[config.mk]
export PLATFORM = sky130hd
export DESIGN_NAME = mem_arbiter_flat
export DESIGN_NICKNAME = d
export VERILOG_FILES = /design/src/rtl/mem_arb_pkg.sv /design/src/rtl/mem_arbiter_if.sv /design/src/rtl/mem_arb_pick.sv /design/src/rtl/mem_arbiter.sv /design/src/flat_wrapper.sv
export SDC_FILE = /design/constraint.sdc
export NUM_CORES = 1
export LEC_CHECK = 0
export CAP_MARGIN = 10
export CORE_AREA = 2 2 106 108
export DETAILED_ROUTE_END_ITERATION = 7
export DIE_AREA = 0 0 108 110
export PLACE_DENSITY = 0.81
export SYNTH_ARGS = -nofsm -noshare
export SYNTH_HDL_FRONTEND = slang
export SYNTH_SLANG_ARGS = --single-unit
[constraint.sdc]
create_clock -name clk -period 2.5 [get_ports clk]
set_input_delay 0.375 -clock clk [delete_from_list [all_inputs] [get_ports clk]]
set_output_delay 0.375 -clock clk [all_outputs]
set_load 0.01 [all_outputs]
[src/rtl/mem_arb_pkg.sv]
// Shared types for the unified-RAM arbiter: FSM states, access owner and
// the byte-enable width helper used by the interface and top.
package mem_arb_pkg;

  typedef enum logic [1:0] {IDLE, BUSY, DONE} state_e;
  typedef enum logic {OWN_IF, OWN_D} owner_e;

  function automatic int be_width(input int data_w);
    return data_w / 8;
  endfunction

endpackage

[src/rtl/mem_arbiter_if.sv]
// CPU fetch/data ports plus the single RAM port as one bundle.
// slave = arbiter side, master = CPU and RAM side.
interface mem_arbiter_if #(
  parameter int ADDR_W = 32,
  parameter int DATA_W = 32
) ();
  localparam int BE_W = mem_arb_pkg::be_width(DATA_W);

  logic              if_req;
  logic [ADDR_W-1:0] if_addr;
  logic [DATA_W-1:0] if_rdata;
  logic              if_valid;
  logic              if_stall;
  logic              d_req;
  logic              d_we;
  logic [BE_W-1:0]   d_be;
  logic [ADDR_W-1:0] d_addr;
  logic [DATA_W-1:0] d_wdata;
  logic [DATA_W-1:0] d_rdata;
  logic              d_valid;
  logic              d_stall;
  logic              ram_en;
  logic [BE_W-1:0]   ram_we;
  logic [ADDR_W-1:0] ram_addr;
  logic [DATA_W-1:0] ram_wdata;
  logic [DATA_W-1:0] ram_rdata;

  modport slave (
    input  if_req, if_addr, d_req, d_we, d_be, d_addr, d_wdata, ram_rdata,
    output if_rdata, if_valid, if_stall, d_rdata, d_valid, d_stall,
           ram_en, ram_we, ram_addr, ram_wdata
  );

  modport master (
    output if_req, if_addr, d_req, d_we, d_be, d_addr, d_wdata, ram_rdata,
    input  if_rdata, if_valid, if_stall, d_rdata, d_valid, d_stall,
           ram_en, ram_we, ram_addr, ram_wdata
  );
endinterface

[src/rtl/mem_arb_pick.sv]
// Winner selection (data first) with a starvation counter that forces a
// fetch grant after STARVE_MAX consecutive data grants while fetch waits.
module mem_arb_pick import mem_arb_pkg::*; #(
  parameter int STARVE_MAX = 3
) (
  input  logic   clk,
  input  logic   rst,
  input  logic   if_req_i,
  input  logic   d_req_i,
  input  logic   excl_if_i,
  input  logic   excl_d_i,
  input  logic   grant_i,
  output owner_e winner_o,
  output logic   valid_pick_o
);
  localparam int SW = (STARVE_MAX < 1) ? 1 : $clog2(STARVE_MAX + 1);
  localparam logic [SW-1:0] SMAX = SW'(STARVE_MAX);

  logic [SW-1:0] starve_cnt_q, starve_cnt_d;
  logic          if_act, d_act;

  // The owner of a just-completed access still holds req during DONE.
  assign if_act       = if_req_i && !excl_if_i;
  assign d_act        = d_req_i && !excl_d_i;
  assign valid_pick_o = if_act || d_act;

  always_comb begin
    winner_o = OWN_D;
    if (if_act && (!d_act || starve_cnt_q == SMAX)) winner_o = OWN_IF;
  end

  always_comb begin
    starve_cnt_d = starve_cnt_q;
    if (!if_req_i) starve_cnt_d = '0;
    else if (grant_i && winner_o == OWN_IF) starve_cnt_d = '0;
    else if (grant_i && starve_cnt_q != SMAX) starve_cnt_d = starve_cnt_q + 1'b1;
  end

  always_ff @(posedge clk) begin
    if (rst) starve_cnt_q <= '0;
    else     starve_cnt_q <= starve_cnt_d;
  end
endmodule

[src/rtl/mem_arbiter.sv]
// Shares one single-port RAM between fetch and data: issue, wait RAM_LAT,
// pulse valid (issue at T -> valid at T+RAM_LAT+1); requesters stall meanwhile.
module mem_arbiter import mem_arb_pkg::*; #(
  parameter int ADDR_W     = 32,
  parameter int DATA_W     = 32,
  parameter int RAM_LAT    = 1,
  parameter int STARVE_MAX = 3
) (
  input logic          clk,
  input logic          rst,
  mem_arbiter_if.slave bus
);
  localparam int BE_W = be_width(DATA_W);
  localparam logic [1:0] LAT_INIT = 2'(RAM_LAT - 1);

  state_e            state_q;
  owner_e            owner_q;
  logic              owner_we_q;
  logic [1:0]        lat_cnt_q;
  logic [DATA_W-1:0] if_rdata_q, d_rdata_q;
  logic              if_valid_q, d_valid_q;

  owner_e            winner;
  logic              pick_vld, issue, in_done;
  logic [ADDR_W-1:0] addr_mux;
  logic [DATA_W-1:0] wdata_mux;
  logic [BE_W-1:0]   we_mux;

  assign in_done = (state_q == DONE);

  mem_arb_pick #(.STARVE_MAX(STARVE_MAX)) u_pick (
    .clk          (clk),
    .rst          (rst),
    .if_req_i     (bus.if_req),
    .d_req_i      (bus.d_req),
    .excl_if_i    (in_done && owner_q == OWN_IF),
    .excl_d_i     (in_done && owner_q == OWN_D),
    .grant_i      (issue),
    .winner_o     (winner),
    .valid_pick_o (pick_vld)
  );

  assign issue = !rst && pick_vld && (state_q == IDLE || in_done);

  always_comb begin
    addr_mux  = '0;
    wdata_mux = '0;
    we_mux    = '0;
    if (issue) begin
      if (winner == OWN_D) begin
        addr_mux  = bus.d_addr;
        wdata_mux = bus.d_wdata;
        if (bus.d_we) we_mux = bus.d_be;
      end else begin
        addr_mux = bus.if_addr;
      end
    end
  end

  always_ff @(posedge clk) begin
    if (rst) begin
      state_q    <= IDLE;
      owner_q    <= OWN_IF;
      owner_we_q <= 1'b0;
      lat_cnt_q  <= '0;
      if_rdata_q <= '0;
      d_rdata_q  <= '0;
      if_valid_q <= 1'b0;
      d_valid_q  <= 1'b0;
    end else begin
      if_valid_q <= 1'b0;
      d_valid_q  <= 1'b0;
      case (state_q)
        IDLE, DONE: begin
          if (issue) begin
            owner_q    <= winner;
            owner_we_q <= (winner == OWN_D) && bus.d_we;
            lat_cnt_q  <= LAT_INIT;
            state_q    <= BUSY;
          end else begin
            state_q <= IDLE;
          end
        end
        BUSY: begin
          if (lat_cnt_q == 2'd0) begin
            if (owner_q == OWN_IF) begin
              if_rdata_q <= bus.ram_rdata;
              if_valid_q <= 1'b1;
            end else begin
              if (!owner_we_q) d_rdata_q <= bus.ram_rdata;
              d_valid_q <= 1'b1;
            end
            state_q <= DONE;
          end else begin
            lat_cnt_q <= lat_cnt_q - 2'd1;
          end
        end
        default: state_q <= IDLE;
      endcase
    end
  end

  // Gated by rst so nothing stale leaks out while reset is held.
  assign bus.if_valid  = if_valid_q && !rst;
  assign bus.d_valid   = d_valid_q && !rst;
  assign bus.if_rdata  = rst ? '0 : if_rdata_q;
  assign bus.d_rdata   = rst ? '0 : d_rdata_q;
  assign bus.if_stall  = bus.if_req && !bus.if_valid;
  assign bus.d_stall   = bus.d_req && !bus.d_valid;
  assign bus.ram_en    = issue;
  assign bus.ram_we    = we_mux;
  assign bus.ram_addr  = addr_mux;
  assign bus.ram_wdata = wdata_mux;
endmodule

[src/flat_wrapper.sv]
// flat-port wrapper written by rule: the top's interface ports become plain ports
module mem_arbiter_flat import mem_arb_pkg::*;
#(
  parameter int ADDR_W     = 32,
  parameter int DATA_W     = 32,
  parameter int RAM_LAT    = 1,
  parameter int STARVE_MAX = 3
)
  (clk, rst, bus_if_req, bus_if_addr, bus_d_req, bus_d_we, bus_d_be, bus_d_addr, bus_d_wdata, bus_ram_rdata, bus_if_rdata, bus_if_valid, bus_if_stall, bus_d_rdata, bus_d_valid, bus_d_stall, bus_ram_en, bus_ram_we, bus_ram_addr, bus_ram_wdata);
  mem_arbiter_if #(.ADDR_W(ADDR_W), .DATA_W(DATA_W)) bus_i ();
  input logic clk;
  input logic rst;
  input wire logic [$bits(bus_i.if_req)-1:0] bus_if_req;
  input wire logic [$bits(bus_i.if_addr)-1:0] bus_if_addr;
  input wire logic [$bits(bus_i.d_req)-1:0] bus_d_req;
  input wire logic [$bits(bus_i.d_we)-1:0] bus_d_we;
  input wire logic [$bits(bus_i.d_be)-1:0] bus_d_be;
  input wire logic [$bits(bus_i.d_addr)-1:0] bus_d_addr;
  input wire logic [$bits(bus_i.d_wdata)-1:0] bus_d_wdata;
  input wire logic [$bits(bus_i.ram_rdata)-1:0] bus_ram_rdata;
  output wire logic [$bits(bus_i.if_rdata)-1:0] bus_if_rdata;
  output wire logic [$bits(bus_i.if_valid)-1:0] bus_if_valid;
  output wire logic [$bits(bus_i.if_stall)-1:0] bus_if_stall;
  output wire logic [$bits(bus_i.d_rdata)-1:0] bus_d_rdata;
  output wire logic [$bits(bus_i.d_valid)-1:0] bus_d_valid;
  output wire logic [$bits(bus_i.d_stall)-1:0] bus_d_stall;
  output wire logic [$bits(bus_i.ram_en)-1:0] bus_ram_en;
  output wire logic [$bits(bus_i.ram_we)-1:0] bus_ram_we;
  output wire logic [$bits(bus_i.ram_addr)-1:0] bus_ram_addr;
  output wire logic [$bits(bus_i.ram_wdata)-1:0] bus_ram_wdata;
  assign bus_i.if_req = bus_if_req;
  assign bus_i.if_addr = bus_if_addr;
  assign bus_i.d_req = bus_d_req;
  assign bus_i.d_we = bus_d_we;
  assign bus_i.d_be = bus_d_be;
  assign bus_i.d_addr = bus_d_addr;
  assign bus_i.d_wdata = bus_d_wdata;
  assign bus_i.ram_rdata = bus_ram_rdata;
  assign bus_if_rdata = bus_i.if_rdata;
  assign bus_if_valid = bus_i.if_valid;
  assign bus_if_stall = bus_i.if_stall;
  assign bus_d_rdata = bus_i.d_rdata;
  assign bus_d_valid = bus_i.d_valid;
  assign bus_d_stall = bus_i.d_stall;
  assign bus_ram_en = bus_i.ram_en;
  assign bus_ram_we = bus_i.ram_we;
  assign bus_ram_addr = bus_i.ram_addr;
  assign bus_ram_wdata = bus_i.ram_wdata;
  mem_arbiter #(.ADDR_W(ADDR_W), .DATA_W(DATA_W), .RAM_LAT(RAM_LAT), .STARVE_MAX(STARVE_MAX)) u_core (.clk(clk), .rst(rst), .bus(bus_i));
endmodule
==> impl_metrics.csv <==
group,metric,value,unit
cts,htree_levels,3,
setup_path,path_class,"register to output port",
setup_path,end_kind,"output port",
timing,layout_setup_ws,0.00968,ns
synth,synth_area,0.00370,mm²
place,portBuffers,273,
cts,cts_root_buf,"clkbuf_8",
timing,clock.fmax,402,MHz
hold_path,hold_depth,2,
die,initial_core_util,34.6,%
die,core_area,0.0107,mm²
timing,fin_skew,0.00739,ns
setup_path,rr_worst_depth,6,
setup_path,r2r-end,"u_core.d_rdata_q[3]",
cts,cts_tree,"done",
power_and_ir_drop,leakagePower,0.00277,µW
die,die_area,0.0119,mm²
drt,drt_wl_total,17.9,mm
drt,ant_nets,0,
setup_path,ff2ff_setup_slack,0.51,ns
finish,final_common_cell,"clkdlybuf4s50_1",
hold_path,min_to,"u_core.if_rdata_q[16]",
setup_path,arrival,2.12,ns
global_routing,gr-usage-all-layers,28.1,%
place,hpwl,13.5,mm
finish,area_delta_synth_final,85.3,%
finish,fin_nets,894,
finish,final_layout_size_suffix_gt1_share,13.6,%
timing,maxSlewHeadroom,51.4,%
drt,first_pass_iters,5,
timing,final_max_slew_viol_count,0,
synth,ys_types,35,
power_and_ir_drop,p_sw_share,27.0,%
hold_path,hp-start,"u_core.if_rdata_q[16]",
power_and_ir_drop,ir_drop,0.348,mV
cts,numCtsBuffers,9,
cts,worstSkewPairLatency,0.34,ns
cts,clock_path_buffers,2,
die,die-height,110,µm
timing,period_needed,2.49,ns
synth,synthArstFlopShare,0,%
synth,synth-seq-area-share,40.0,%
drt,vias,4553,
power_and_ir_drop,seqPwrFrac,40.6,%
cts,postCtsHoldBufs,0,
finish,diodes,0,
synth,synth_ff_type,"dfxtp_1",
power_and_ir_drop,powerDensity,446,mW/mm²
run_status,run_status,"complete, no violations",
power_and_ir_drop,switchingPower,825,µW
finish,instances_no_fill,900,
drt,post_drt_via_cell_ratio,5.06,
timing,layout_worst_path_cycle_share,99.6,%
place,placed_cell_area,0.00662,mm²
global_routing,grt_first_pass_wirelength,24.6,mm
synth,synthCells,485,
timing,finalHoldViolCount,0,
place,placed_cells,873,
die,row_count,38,
die,die_w,108,µm
timing,rsz0062_at_grt,"true",
synth,avgSynthCellArea,7.63,µm²
setup_path,cp.required,2.12,ns
timing,setup_viol,0,
timing,worst_pin_slew,0.729,ns
finish,layout_common_cells,"clkdlybuf4s50_1 (202), nand2_1 (128), dfxtp_1 (72)",
global_routing,antenna_found_initial,1,
run,maxCapViolations,0,
drt,wl_per_cell,19.9,µm
setup_path,start_kind,"register",
power_and_ir_drop,clockPowerShare,33.0,%
place,dp_slack,-0.403,ns
setup_path,timing.rr.start,"u_core.lat_cnt_q[0]",
synth,synth_warnings,0,
synth,synth_seq_cells,74,
setup_path,worstPathMaxFanout,8,
power_and_ir_drop,internal-power,2230,µW
finish,finish.instance_area,0.00686,mm²
place,place.gp.congestion,1.08,
drt,drtIter0Drc,379,
global_routing,grt_start_max_net_pins,141,
cts,clk_pin_slew,0.08,ns
global_routing,overflow,0,
global_routing,grt_pass1_vias,4200,
drt,post-route-drc-count,0,
cts,numClockSinks,74,
die,io-pin-count,274,
synth,synth_edf_count,0,
power_and_ir_drop,fin_total_pwr,3060,µW
hold_path,hold_path_class,"register to register",
synth,syn_nets,624,
power_and_ir_drop,power_frac_comb,26.4,%
area by class of cell:
class / count / area, µm²
clock inverters: 6 / 90.1
fillers: 907 / 3840
repair buffers: 301 / 2890
inverters: 5 / 21.3
multi-input cells: 364 / 2070
clock buffers: 10 / 128
flip-flops and latches: 74 / 1480
well taps: 140 / 175
flip-flops by register name (all words and copies together) (netlist names):
register and cells:
u_core.if_rdata_q 32, u_core.owner_q 1, u_core.lat_cnt_q 2, u_core.d_rdata_q 32, u_core.if_valid_q 1, u_core.owner_we_q 1
u_core.u_pick.starve_cnt_q 2, u_core.d_valid_q 1, u_core.state_q 2
cell families (layout without fill, tap and decap cells):
kind of cell | after synthesis | after routing | synth area share [%]
compound gates | 105 | 105 | 18.6
xor+xnor | 1 | 1 | 0.237
fa+ha+maj | 2 | 2 | 0.676
buf+inv | 47 | 322 | 5.75
flops | 74 | 74 | 40.0
mux | 1 | 1 | 0.270
simple gates | 255 | 255 | 34.4
worst max-delay path by stage:
stage / from / endpoint / slack [ns]
after detailed placement: bus_d_req / bus_ram_addr[25] / -0.40
after CTS: u_core.state_q[1] / bus_ram_addr[20] / -0.05
after global routing: u_core.state_q[0] / bus_ram_addr[20] / -0.06
after floorplan: u_core.owner_q / bus_ram_addr[10] / 0.52
after global placement: bus_if_req / bus_ram_addr[8] / -0.32
final: u_core.owner_q / bus_ram_addr[20] / 0.01
worst max-delay path, cell delays in order, from the launching register on:
cell and delay [ns]:
dfxtp_2 0.36, or3b_4 0.40, o311ai_4 0.09, buf_4 0.16, buf_6 0.09, nor2_4 0.06
buf_12 0.14, buf_6 0.12, a22o_4 0.22, buf_12 0.13
cell usage after synthesis (2+ instances only):
cell type,number,share of area (%)
inv_1,4,0.41
buf_6,4,1.2
nor2b_1,68,11
nand2_1,128,13
or2_2,2,0.34
buf_2,3,0.41
and3_1,36,6.1
dfxtp_1,74,40
clkbuf_1,35,3.5
a21oi_1,66,8.9
nor3_1,2,0.27
nor2_1,7,0.71
a22o_1,32,7.6
ha_1,2,0.68
nor4b_1,2,0.47
stage by stage:
stage / hold WS [ns] / util, % / TNS, ns
after CTS: 0.452 / 64.1 / -0.108
after detailed placement: 0.442 / 61.8 / -18.40
after global routing: 0.475 / 64.1 / -0.258
after global placement: 0.438 / 61.8 / -16.24
final: 0.454 / 64.1 / 0
after floorplan: 0.432 / - / 0
power by group through the flow:
stage | combinational (µW) | sequential (µW) | clock [µW]
global route | 849 | 1250 | 1080
finish | 808 | 1240 | 1010
CTS | 791 | 1240 | 1030
detailed placement | 806 | 1270 | 0
floorplan | 293 | 1260 | 0
global placement | 799 | 1260 | 0
what timing repair did:
| item | CTS | global route |
|---|---|---|
| gates cloned | 0 | 4 |
| endpoints found under the setup margin | 69 | 65 |
| endpoints found under the hold margin | 0 | 0 |
| resized for setup | 97 | 75 |
| buffers inserted | 5 | 2 |
| pin swaps | 2 | 2 |
layer usage:
metal | vias up | track usage [%] | wire length, µm
met5 | - | 0 | 11
met4 | 2 | 9.25 | 531
met3 | 34 | 6.70 | 1640
met2 | 243 | 47.2 | 8450
met1 | 2116 | 35.7 | 7300
li1 | 2158 | - | -
No activity file was read; power rests on OpenSTA's default activity.
